==> config.mk <==
export PLATFORM = sky130hd
export DESIGN_NAME = snake_game_ctrl_flat
export DESIGN_NICKNAME = d
export VERILOG_FILES = /design/src/rtl/snake_pkg.sv /design/src/rtl/snake_game_ctrl_if.sv /design/src/rtl/snake_dir_filter.sv /design/src/rtl/snake_game_ctrl.sv /design/src/flat_wrapper.sv
export SDC_FILE = /design/constraint.sdc
export NUM_CORES = 1
export LEC_CHECK = 0
export CAP_MARGIN = 10
export CORE_ASPECT_RATIO = 0.7
export CORE_MARGIN = 3
export CORE_UTILIZATION = 35
export DETAILED_ROUTE_END_ITERATION = 8
export PLACE_DENSITY = 0.6
export SYNTH_ARGS = -nofsm -noshare
export SYNTH_HDL_FRONTEND = slang
export SYNTH_SLANG_ARGS = --single-unit
==> constraint.sdc <==
create_clock -name Clk -period 5.5 [get_ports Clk]
set_input_delay 1.1 -clock Clk [delete_from_list [all_inputs] [get_ports Clk]]
set_output_delay 1.1 -clock Clk [all_outputs]
set_load 0.05 [all_outputs]
==> src/rtl/snake_pkg.sv <==
`default_nettype none
// ----------------------------------------------------------------------------
// snake_pkg : shared state/direction encodings and helpers for the Snake game
// Rev 1.0
// ----------------------------------------------------------------------------
package snake_pkg;

  typedef enum logic [2:0] {
    S_INIT  = 3'd0,
    S_RUN   = 3'd1,
    S_APPLE = 3'd2,
    S_WIN   = 3'd3,
    S_LOSE  = 3'd4
  } state_t;

  localparam logic [1:0] DIR_UP    = 2'b00;
  localparam logic [1:0] DIR_DOWN  = 2'b01;
  localparam logic [1:0] DIR_LEFT  = 2'b10;
  localparam logic [1:0] DIR_RIGHT = 2'b11;

  localparam int GRID_N         = 15;
  localparam int DEF_WIN_LENGTH = 225;

  // Same axis (bit 1) but opposite sense (bit 0) means a 180-degree turn.
  function automatic logic is_opposite(input logic [1:0] d, input logic [1:0] cur);
    return (d[1] == cur[1]) && (d[0] != cur[0]);
  endfunction

  function automatic logic [31:0] sat_sub(input logic [31:0] a, input logic [31:0] b,
                                          input logic [31:0] floor_v);
    return (a >= floor_v + b) ? (a - b) : floor_v;
  endfunction

endpackage
`default_nettype wire

==> src/rtl/snake_game_ctrl_if.sv <==
`default_nettype none
// ----------------------------------------------------------------------------
// snake_game_ctrl_if : controller <-> datapath/player signal bundle
// Rev 1.0
// ----------------------------------------------------------------------------
interface snake_game_ctrl_if;
  logic        Start;
  logic        Btn_Up;
  logic        Btn_Down;
  logic        Btn_Left;
  logic        Btn_Right;
  logic        Collision;
  logic        New_Apple;
  logic [7:0]  Length;
  logic        Apple_Ack;
  logic        q_I;
  logic        q_Run;
  logic        q_Win;
  logic        q_Lose;
  logic        Speed_Clk;
  logic [1:0]  In_Dirn;
  logic        Apple_Req;
  logic [31:0] Period;

  modport master (
    input  Start, Btn_Up, Btn_Down, Btn_Left, Btn_Right,
    input  Collision, New_Apple, Length, Apple_Ack,
    output q_I, q_Run, q_Win, q_Lose, Speed_Clk, In_Dirn, Apple_Req, Period
  );

  modport slave (
    output Start, Btn_Up, Btn_Down, Btn_Left, Btn_Right,
    output Collision, New_Apple, Length, Apple_Ack,
    input  q_I, q_Run, q_Win, q_Lose, Speed_Clk, In_Dirn, Apple_Req, Period
  );
endinterface
`default_nettype wire

==> src/rtl/snake_dir_filter.sv <==
`default_nettype none
// ----------------------------------------------------------------------------
// snake_dir_filter : button priority, reversal reject, pending/committed dir
// Rev 1.0
// ----------------------------------------------------------------------------
module snake_dir_filter
  import snake_pkg::*;
(
  input  logic       Clk,
  input  logic       Reset,
  input  logic       clr,
  input  logic       en,
  input  logic       commit,
  input  logic       btn_up,
  input  logic       btn_down,
  input  logic       btn_left,
  input  logic       btn_right,
  output logic [1:0] dirn
);

  logic [1:0] pending_q, pending_d;
  logic [1:0] dirn_q, dirn_d;
  logic [1:0] press;
  logic       press_vld;

  always_comb begin
    press_vld = btn_up | btn_down | btn_left | btn_right;
    if (btn_up)         press = DIR_UP;
    else if (btn_down)  press = DIR_DOWN;
    else if (btn_left)  press = DIR_LEFT;
    else                press = DIR_RIGHT;

    pending_d = pending_q;
    dirn_d    = commit ? pending_q : dirn_q;
    // Reversal is judged against the committed direction, never the pending one.
    if (en && press_vld && !is_opposite(press, dirn_q))
      pending_d = press;
    if (clr) begin
      pending_d = DIR_UP;
      dirn_d    = DIR_UP;
    end
  end

  always_ff @(posedge Clk) begin
    if (Reset) begin
      pending_q <= DIR_UP;
      dirn_q    <= DIR_UP;
    end else begin
      pending_q <= pending_d;
      dirn_q    <= dirn_d;
    end
  end

  assign dirn = dirn_q;

endmodule
`default_nettype wire

==> src/rtl/snake_game_ctrl.sv <==
`default_nettype none
// ----------------------------------------------------------------------------
// snake_game_ctrl : Snake game sequencer, move tick generator, apple handshake
// Rev 1.0
// ----------------------------------------------------------------------------
module snake_game_ctrl
  import snake_pkg::*;
#(
  parameter int MOVE_PERIOD = 25000000,
  parameter int MIN_PERIOD  = 5000000,
  parameter int SPEED_STEP  = 1000000,
  parameter int WIN_LENGTH  = DEF_WIN_LENGTH
) (
  input logic               Clk,
  input logic               Reset,
  snake_game_ctrl_if.master bus
);

  localparam logic [31:0] C_MOVE    = 32'(MOVE_PERIOD);
  localparam logic [31:0] C_MIN     = 32'(MIN_PERIOD);
  localparam logic [31:0] C_STEP    = 32'(SPEED_STEP);
  localparam logic [7:0]  C_WIN_LEN = 8'(WIN_LENGTH);

  state_t      state_q, state_d;
  logic [31:0] cnt_q, cnt_d;
  logic [31:0] period_q, period_d;
  logic        tick_q, tick_d;
  logic        eval_q, eval_d;
  logic        apple_req_q, apple_req_d;
  logic        q_i_q, q_i_d, q_run_q, q_run_d, q_win_q, q_win_d, q_lose_q, q_lose_d;
  logic        dir_clr;
  logic        dir_en;
  logic [1:0]  w_dirn;

  always_comb begin
    state_d     = state_q;
    cnt_d       = cnt_q;
    period_d    = period_q;
    tick_d      = 1'b0;
    eval_d      = tick_q;
    apple_req_d = apple_req_q;
    dir_clr     = 1'b0;

    case (state_q)
      S_INIT: begin
        cnt_d  = '0;
        eval_d = 1'b0;
        if (bus.Start) begin
          state_d  = S_RUN;
          period_d = C_MOVE;
          dir_clr  = 1'b1;
        end
      end
      S_RUN: begin
        // The move result is judged one cycle after the tick; leaving RUN
        // suppresses any tick that would coincide with it.
        if (eval_q && bus.Collision) begin
          state_d = S_LOSE;
          eval_d  = 1'b0;
        end else if (eval_q && (bus.Length >= C_WIN_LEN)) begin
          state_d = S_WIN;
          eval_d  = 1'b0;
        end else if (eval_q && bus.New_Apple) begin
          state_d     = S_APPLE;
          apple_req_d = 1'b1;
          eval_d      = 1'b0;
        end else if (cnt_q == period_q - 32'd1) begin
          tick_d = 1'b1;
          cnt_d  = '0;
        end else begin
          cnt_d = cnt_q + 32'd1;
        end
      end
      S_APPLE: begin
        eval_d = 1'b0;
        if (bus.Apple_Ack) begin
          apple_req_d = 1'b0;
          period_d    = sat_sub(period_q, C_STEP, C_MIN);
          cnt_d       = '0;
          state_d     = S_RUN;
        end
      end
      S_WIN, S_LOSE: begin
        eval_d = 1'b0;
        cnt_d  = '0;
        if (bus.Start) state_d = S_INIT;
      end
      default: state_d = S_INIT;
    endcase

    q_i_d    = (state_d == S_INIT);
    q_run_d  = (state_d == S_RUN) || (state_d == S_APPLE);
    q_win_d  = (state_d == S_WIN);
    q_lose_d = (state_d == S_LOSE);
    dir_en   = (state_q == S_RUN) || (state_q == S_APPLE);
  end

  always_ff @(posedge Clk) begin
    if (Reset) begin
      state_q     <= S_INIT;
      cnt_q       <= '0;
      period_q    <= C_MOVE;
      tick_q      <= 1'b0;
      eval_q      <= 1'b0;
      apple_req_q <= 1'b0;
      q_i_q       <= 1'b1;
      q_run_q     <= 1'b0;
      q_win_q     <= 1'b0;
      q_lose_q    <= 1'b0;
    end else begin
      state_q     <= state_d;
      cnt_q       <= cnt_d;
      period_q    <= period_d;
      tick_q      <= tick_d;
      eval_q      <= eval_d;
      apple_req_q <= apple_req_d;
      q_i_q       <= q_i_d;
      q_run_q     <= q_run_d;
      q_win_q     <= q_win_d;
      q_lose_q    <= q_lose_d;
    end
  end

  snake_dir_filter u_dir_filter (
    .Clk       (Clk),
    .Reset     (Reset),
    .clr       (dir_clr),
    .en        (dir_en),
    .commit    (tick_d),
    .btn_up    (bus.Btn_Up),
    .btn_down  (bus.Btn_Down),
    .btn_left  (bus.Btn_Left),
    .btn_right (bus.Btn_Right),
    .dirn      (w_dirn)
  );

  assign bus.q_I       = q_i_q;
  assign bus.q_Run     = q_run_q;
  assign bus.q_Win     = q_win_q;
  assign bus.q_Lose    = q_lose_q;
  assign bus.Speed_Clk = tick_q;
  assign bus.In_Dirn   = w_dirn;
  assign bus.Apple_Req = apple_req_q;
  assign bus.Period    = period_q;

endmodule
`default_nettype wire

==> src/flat_wrapper.sv <==
// flat-port wrapper written by rule: the top's interface ports become plain ports
module snake_game_ctrl_flat import snake_pkg::*;
#(
  parameter int MOVE_PERIOD = 25000000,
  parameter int MIN_PERIOD  = 5000000,
  parameter int SPEED_STEP  = 1000000,
  parameter int WIN_LENGTH  = DEF_WIN_LENGTH
)
  (Clk, Reset, bus_Start, bus_Btn_Up, bus_Btn_Down, bus_Btn_Left, bus_Btn_Right, bus_Collision, bus_New_Apple, bus_Length, bus_Apple_Ack, bus_q_I, bus_q_Run, bus_q_Win, bus_q_Lose, bus_Speed_Clk, bus_In_Dirn, bus_Apple_Req, bus_Period);
  snake_game_ctrl_if bus_i ();
  input logic Clk;
  input logic Reset;
  input wire logic [$bits(bus_i.Start)-1:0] bus_Start;
  input wire logic [$bits(bus_i.Btn_Up)-1:0] bus_Btn_Up;
  input wire logic [$bits(bus_i.Btn_Down)-1:0] bus_Btn_Down;
  input wire logic [$bits(bus_i.Btn_Left)-1:0] bus_Btn_Left;
  input wire logic [$bits(bus_i.Btn_Right)-1:0] bus_Btn_Right;
  input wire logic [$bits(bus_i.Collision)-1:0] bus_Collision;
  input wire logic [$bits(bus_i.New_Apple)-1:0] bus_New_Apple;
  input wire logic [$bits(bus_i.Length)-1:0] bus_Length;
  input wire logic [$bits(bus_i.Apple_Ack)-1:0] bus_Apple_Ack;
  output wire logic [$bits(bus_i.q_I)-1:0] bus_q_I;
  output wire logic [$bits(bus_i.q_Run)-1:0] bus_q_Run;
  output wire logic [$bits(bus_i.q_Win)-1:0] bus_q_Win;
  output wire logic [$bits(bus_i.q_Lose)-1:0] bus_q_Lose;
  output wire logic [$bits(bus_i.Speed_Clk)-1:0] bus_Speed_Clk;
  output wire logic [$bits(bus_i.In_Dirn)-1:0] bus_In_Dirn;
  output wire logic [$bits(bus_i.Apple_Req)-1:0] bus_Apple_Req;
  output wire logic [$bits(bus_i.Period)-1:0] bus_Period;
  assign bus_i.Start = bus_Start;
  assign bus_i.Btn_Up = bus_Btn_Up;
  assign bus_i.Btn_Down = bus_Btn_Down;
  assign bus_i.Btn_Left = bus_Btn_Left;
  assign bus_i.Btn_Right = bus_Btn_Right;
  assign bus_i.Collision = bus_Collision;
  assign bus_i.New_Apple = bus_New_Apple;
  assign bus_i.Length = bus_Length;
  assign bus_i.Apple_Ack = bus_Apple_Ack;
  assign bus_q_I = bus_i.q_I;
  assign bus_q_Run = bus_i.q_Run;
  assign bus_q_Win = bus_i.q_Win;
  assign bus_q_Lose = bus_i.q_Lose;
  assign bus_Speed_Clk = bus_i.Speed_Clk;
  assign bus_In_Dirn = bus_i.In_Dirn;
  assign bus_Apple_Req = bus_i.Apple_Req;
  assign bus_Period = bus_i.Period;
  snake_game_ctrl #(.MOVE_PERIOD(MOVE_PERIOD), .MIN_PERIOD(MIN_PERIOD), .SPEED_STEP(SPEED_STEP), .WIN_LENGTH(WIN_LENGTH)) u_core (.Clk(Clk), .Reset(Reset), .bus(bus_i));
endmodule
==> impl_results.md <==
- Status: completed
- WHS Endpoint: u_core.u_dir_filter.pending_q[0]$_SDFFE_PP0P_
- Reg-to-Reg End: u_core.cnt_q[29]$_SDFFE_PP0P_
- Post-route setup TNS: 0 ns
- Final nets: 712
- DR WL/cell: 17.6 um
- Share of layout cells above drive strength 1: 5.76%
- Final WL: 15.5 mm
- Area of the multi-input gates: 3270 sq um
- Setup Buffers After CTS: 0
- CTS-repair resized insts: 0
- Initial antenna violation count: 0
- Clk slew on worst S/H paths: 0.06 ns
- Clock Path Buffers: 2
- Ys async rst share: 0%
- Global-route wire length before repair: 25.4 mm
- Tcrit/Tclk final: 68.6%
- GP Congestion: 0.918
- Core ar.: 13,600 sq um
- Clock Skew: 0.00689 ns
- Final hold vios: 0
- Fillers: 1,364
- Worst Path Max Fanout: 20
- Finished Layout Cells: 880
- # placed instances: 864
- FF-to-FF setup slack: 1.72 ns
- Number of unique standard cell types used by synthesis: 72
- WS Path Type: reg -> reg
- Die area: 15,900 sq um
- Yosys Warn Count: 0
- Vias in the first global route: 4,737
- CP endpoint kind: register
- Largest net degree at the start of global routing: 39
- CTS Buf Count: 9
- Worst Path Arrival: 4.00 ns
- Pre-antenna DRT Iters: 4
- Initial Util: 37.0%
- Vias per inst: 5.81
- Slew Viols, Final: 0
- HP Start: u_core.u_dir_filter.pending_q[0]$_SDFFE_PP0P_
- Crit Reg-Reg Startpoint: u_core.bus.Period[6]$_SDFFE_PP1P_
- Post-DRT Antenna Nets: 0
- Max Clk Rate: 0.265 GHz
- Peak supply drop: 151 uV
- Via count: 5,115
- CTS Root Cell: clkbuf_16
- Post-Synthesis Cells: 666
- Max_slew headroom: 42.2%
- Sequential area share after synthesis: 28.7%
- Std-Cell Rows: 35
- Grt total ovfl: 0
- Synthesis-stage register bit count: 72
- CTS Hold Buffers Added: 0
- Commonest cells after routing, fill and taps aside: dfxtp_1 (72), nand2_1 (62), clkdlybuf4s50_1 (51), nor2_1 (47), a21oi_1 (37)
- H-Tree Depth: 3
- Antenna diode count: 0
- Hold Path Stages: 2
- RSZ-0062 raised after global routing: false
- Leak: 2.07 nW
- Post-synth top flop: dfxtp_1
- Mapped cell area: 5030 sq um
- Area share of the largest cell type after synthesis: 28.7%
- Pwr/cell area: 224 nW/um^2
- Clk sink count: 72
- Period minus WS final: 3.78 ns
- Synth area leaders: dfxtp_1 (29%), xnor2_1 (5.4%), nand2_1 (4.6%)
- Area Overhead vs Synth: 17.6%
- Placed Area: 5600 sq um
- Syn Area/Cell: 7.55 sq um
- R2r worst-path depth: 11
- CP Launch Type: register
- Post-route cell area: 5910 sq um
- Worst path required time: 5.72 ns
- Sequential Area: 1440 sq um
- HPWL after DPL: 11.7 mm
- Die X: 149 um
- Setup violators final: 0
- Post-synth EDFFs: 0
- I/O pin total: 58
- CTS tree: built
- Die Y: 106 um
- DRC viols: 0
- Commonest non-fill, non-tap cell in the layout: dfxtp_1
- Number of buffers added on ports: 51
- GRT Total Usage: 19.7%
- Cell accounting for the most synthesized area: dfxtp_1
- Slew @ Worst Pin: 0.859 ns
- Max_cap viols: 0
- Worst-Skew Late Latency: 0.33 ns
- Initial DRC count: 447
- Worst hold path type: reg -> reg
-- layout make-up --
cell class,count,area share [%]
Clock buffer,10,3.87
Tap cell,185,3.91
Sequential cell,72,24.4
Clock inverter,6,1.42
Inverter,30,1.90
Timing Repair Buffer,56,9.27
Multi-Input combinational cell,521,55.3
-- layer usage --
layer / up-vias / wire [um] / global-route usage [%]
met4: 0 / 146 / 4.11
met3: 11 / 1040 / 4.73
li1: 2482 / - / -
met5: - / 0 / 0
met2: 168 / 6460 / 28.6
met1: 2454 / 7860 / 29.4
-- how the worst max path moves through the flow --
stage / start / slack [ns] / to / depth (start not counted)
after floorplan: u_core.bus.Period[6]$_SDFFE_PP1P_ / 2.27 / u_core.cnt_q[10]$_SDFFE_PP0P_ / 13
after global placement: bus_Length[2] / 1.72 / u_core.cnt_q[14]$_SDFFE_PP0P_ / 8
after detailed placement: bus_Length[2] / 1.59 / u_core.cnt_q[24]$_SDFFE_PP0P_ / 8
after CTS: u_core.bus.Period[6]$_SDFFE_PP1P_ / 1.82 / u_core.cnt_q[31]$_SDFFE_PP0P_ / 11
after global routing: u_core.bus.Period[6]$_SDFFE_PP1P_ / 1.32 / u_core.cnt_q[10]$_SDFFE_PP0P_ / 11
final: u_core.bus.Period[6]$_SDFFE_PP1P_ / 1.72 / u_core.cnt_q[29]$_SDFFE_PP0P_ / 11
-- flip-flops by register name, summed over array words and instances, names as in the netlist, 2 cells and up --
signal,flops
u_core.state_q,3
u_core.cnt_q,32
u_core.u_dir_filter.dirn,2
u_core.u_dir_filter.pending_q,2
u_core.bus.Period,26
-- Yosys cell counts (all sizes together), types with 3 or more instances --
master / n
xor2: 20
dfxtp: 72
a22oi: 5
nor3: 34
and3: 11
mux2i: 4
a211oi: 5
and4: 7
clkbuf: 35
or2: 5
nor2b: 8
a31oi: 8
o311ai: 5
o31ai: 12
a221o: 3
or3: 8
a211o: 5
o211ai: 5
or4: 14
nor4b: 4
buf: 13
a21o: 13
nand2b: 14
and2: 8
o22ai: 10
inv: 30
nor4: 16
o21ai: 24
nor2: 47
ha: 4
nand4: 21
xnor2: 31
nand3: 26
a22o: 8
a21oi: 38
nand2: 63
-- critical path, stage by stage (launching register included) --
cell and delay [ns]:
dfxtp_1 0.40, inv_1 0.12, ha_1 0.31, nor4b_1 0.72, nand4_1 0.30, or4_1 0.56
a22oi_1 0.16, and4_4 0.24, a211oi_2 0.06, buf_4 0.24, and2_1 0.29, a22o_1 0.24
-- cell families (layout without fill, tap and decap cells) --
family	count (synthesis)	after routing	share of synthesized area, %
compound gates	163	163	22.6
fa+ha+maj	4	4	0.996
buf+inv	78	102	6.79
mux	5	5	1.02
flops	72	72	28.7
xor+xnor	51	51	8.89
other cells	1	6	0.0746
simple gates	292	292	30.9
-- metrics by stage --
stage / total power [mW] / util (%) / worst slack, ns / hold slack [ns]
after floorplan: 0.666 / - / 2.27 / 0.431
after global placement: 0.706 / 41.3 / 1.72 / 0.449
after detailed placement: 0.709 / 41.3 / 1.59 / 0.451
after CTS: 1.33 / 43.6 / 1.82 / 0.460
after global routing: 1.37 / 43.6 / 1.32 / 0.481
final: 1.32 / 43.6 / 1.72 / 0.461
-- where the power goes --
part	switching, mW	leakage [nW]	internal (mW)
Sequential	0.0167	0.582	0.529
Combinational	0.0974	1.34	0.0568
Clock	0.229	0.156	0.396
Total	0.343	2.07	0.981
No activity file was read; power rests on OpenSTA's default activity.
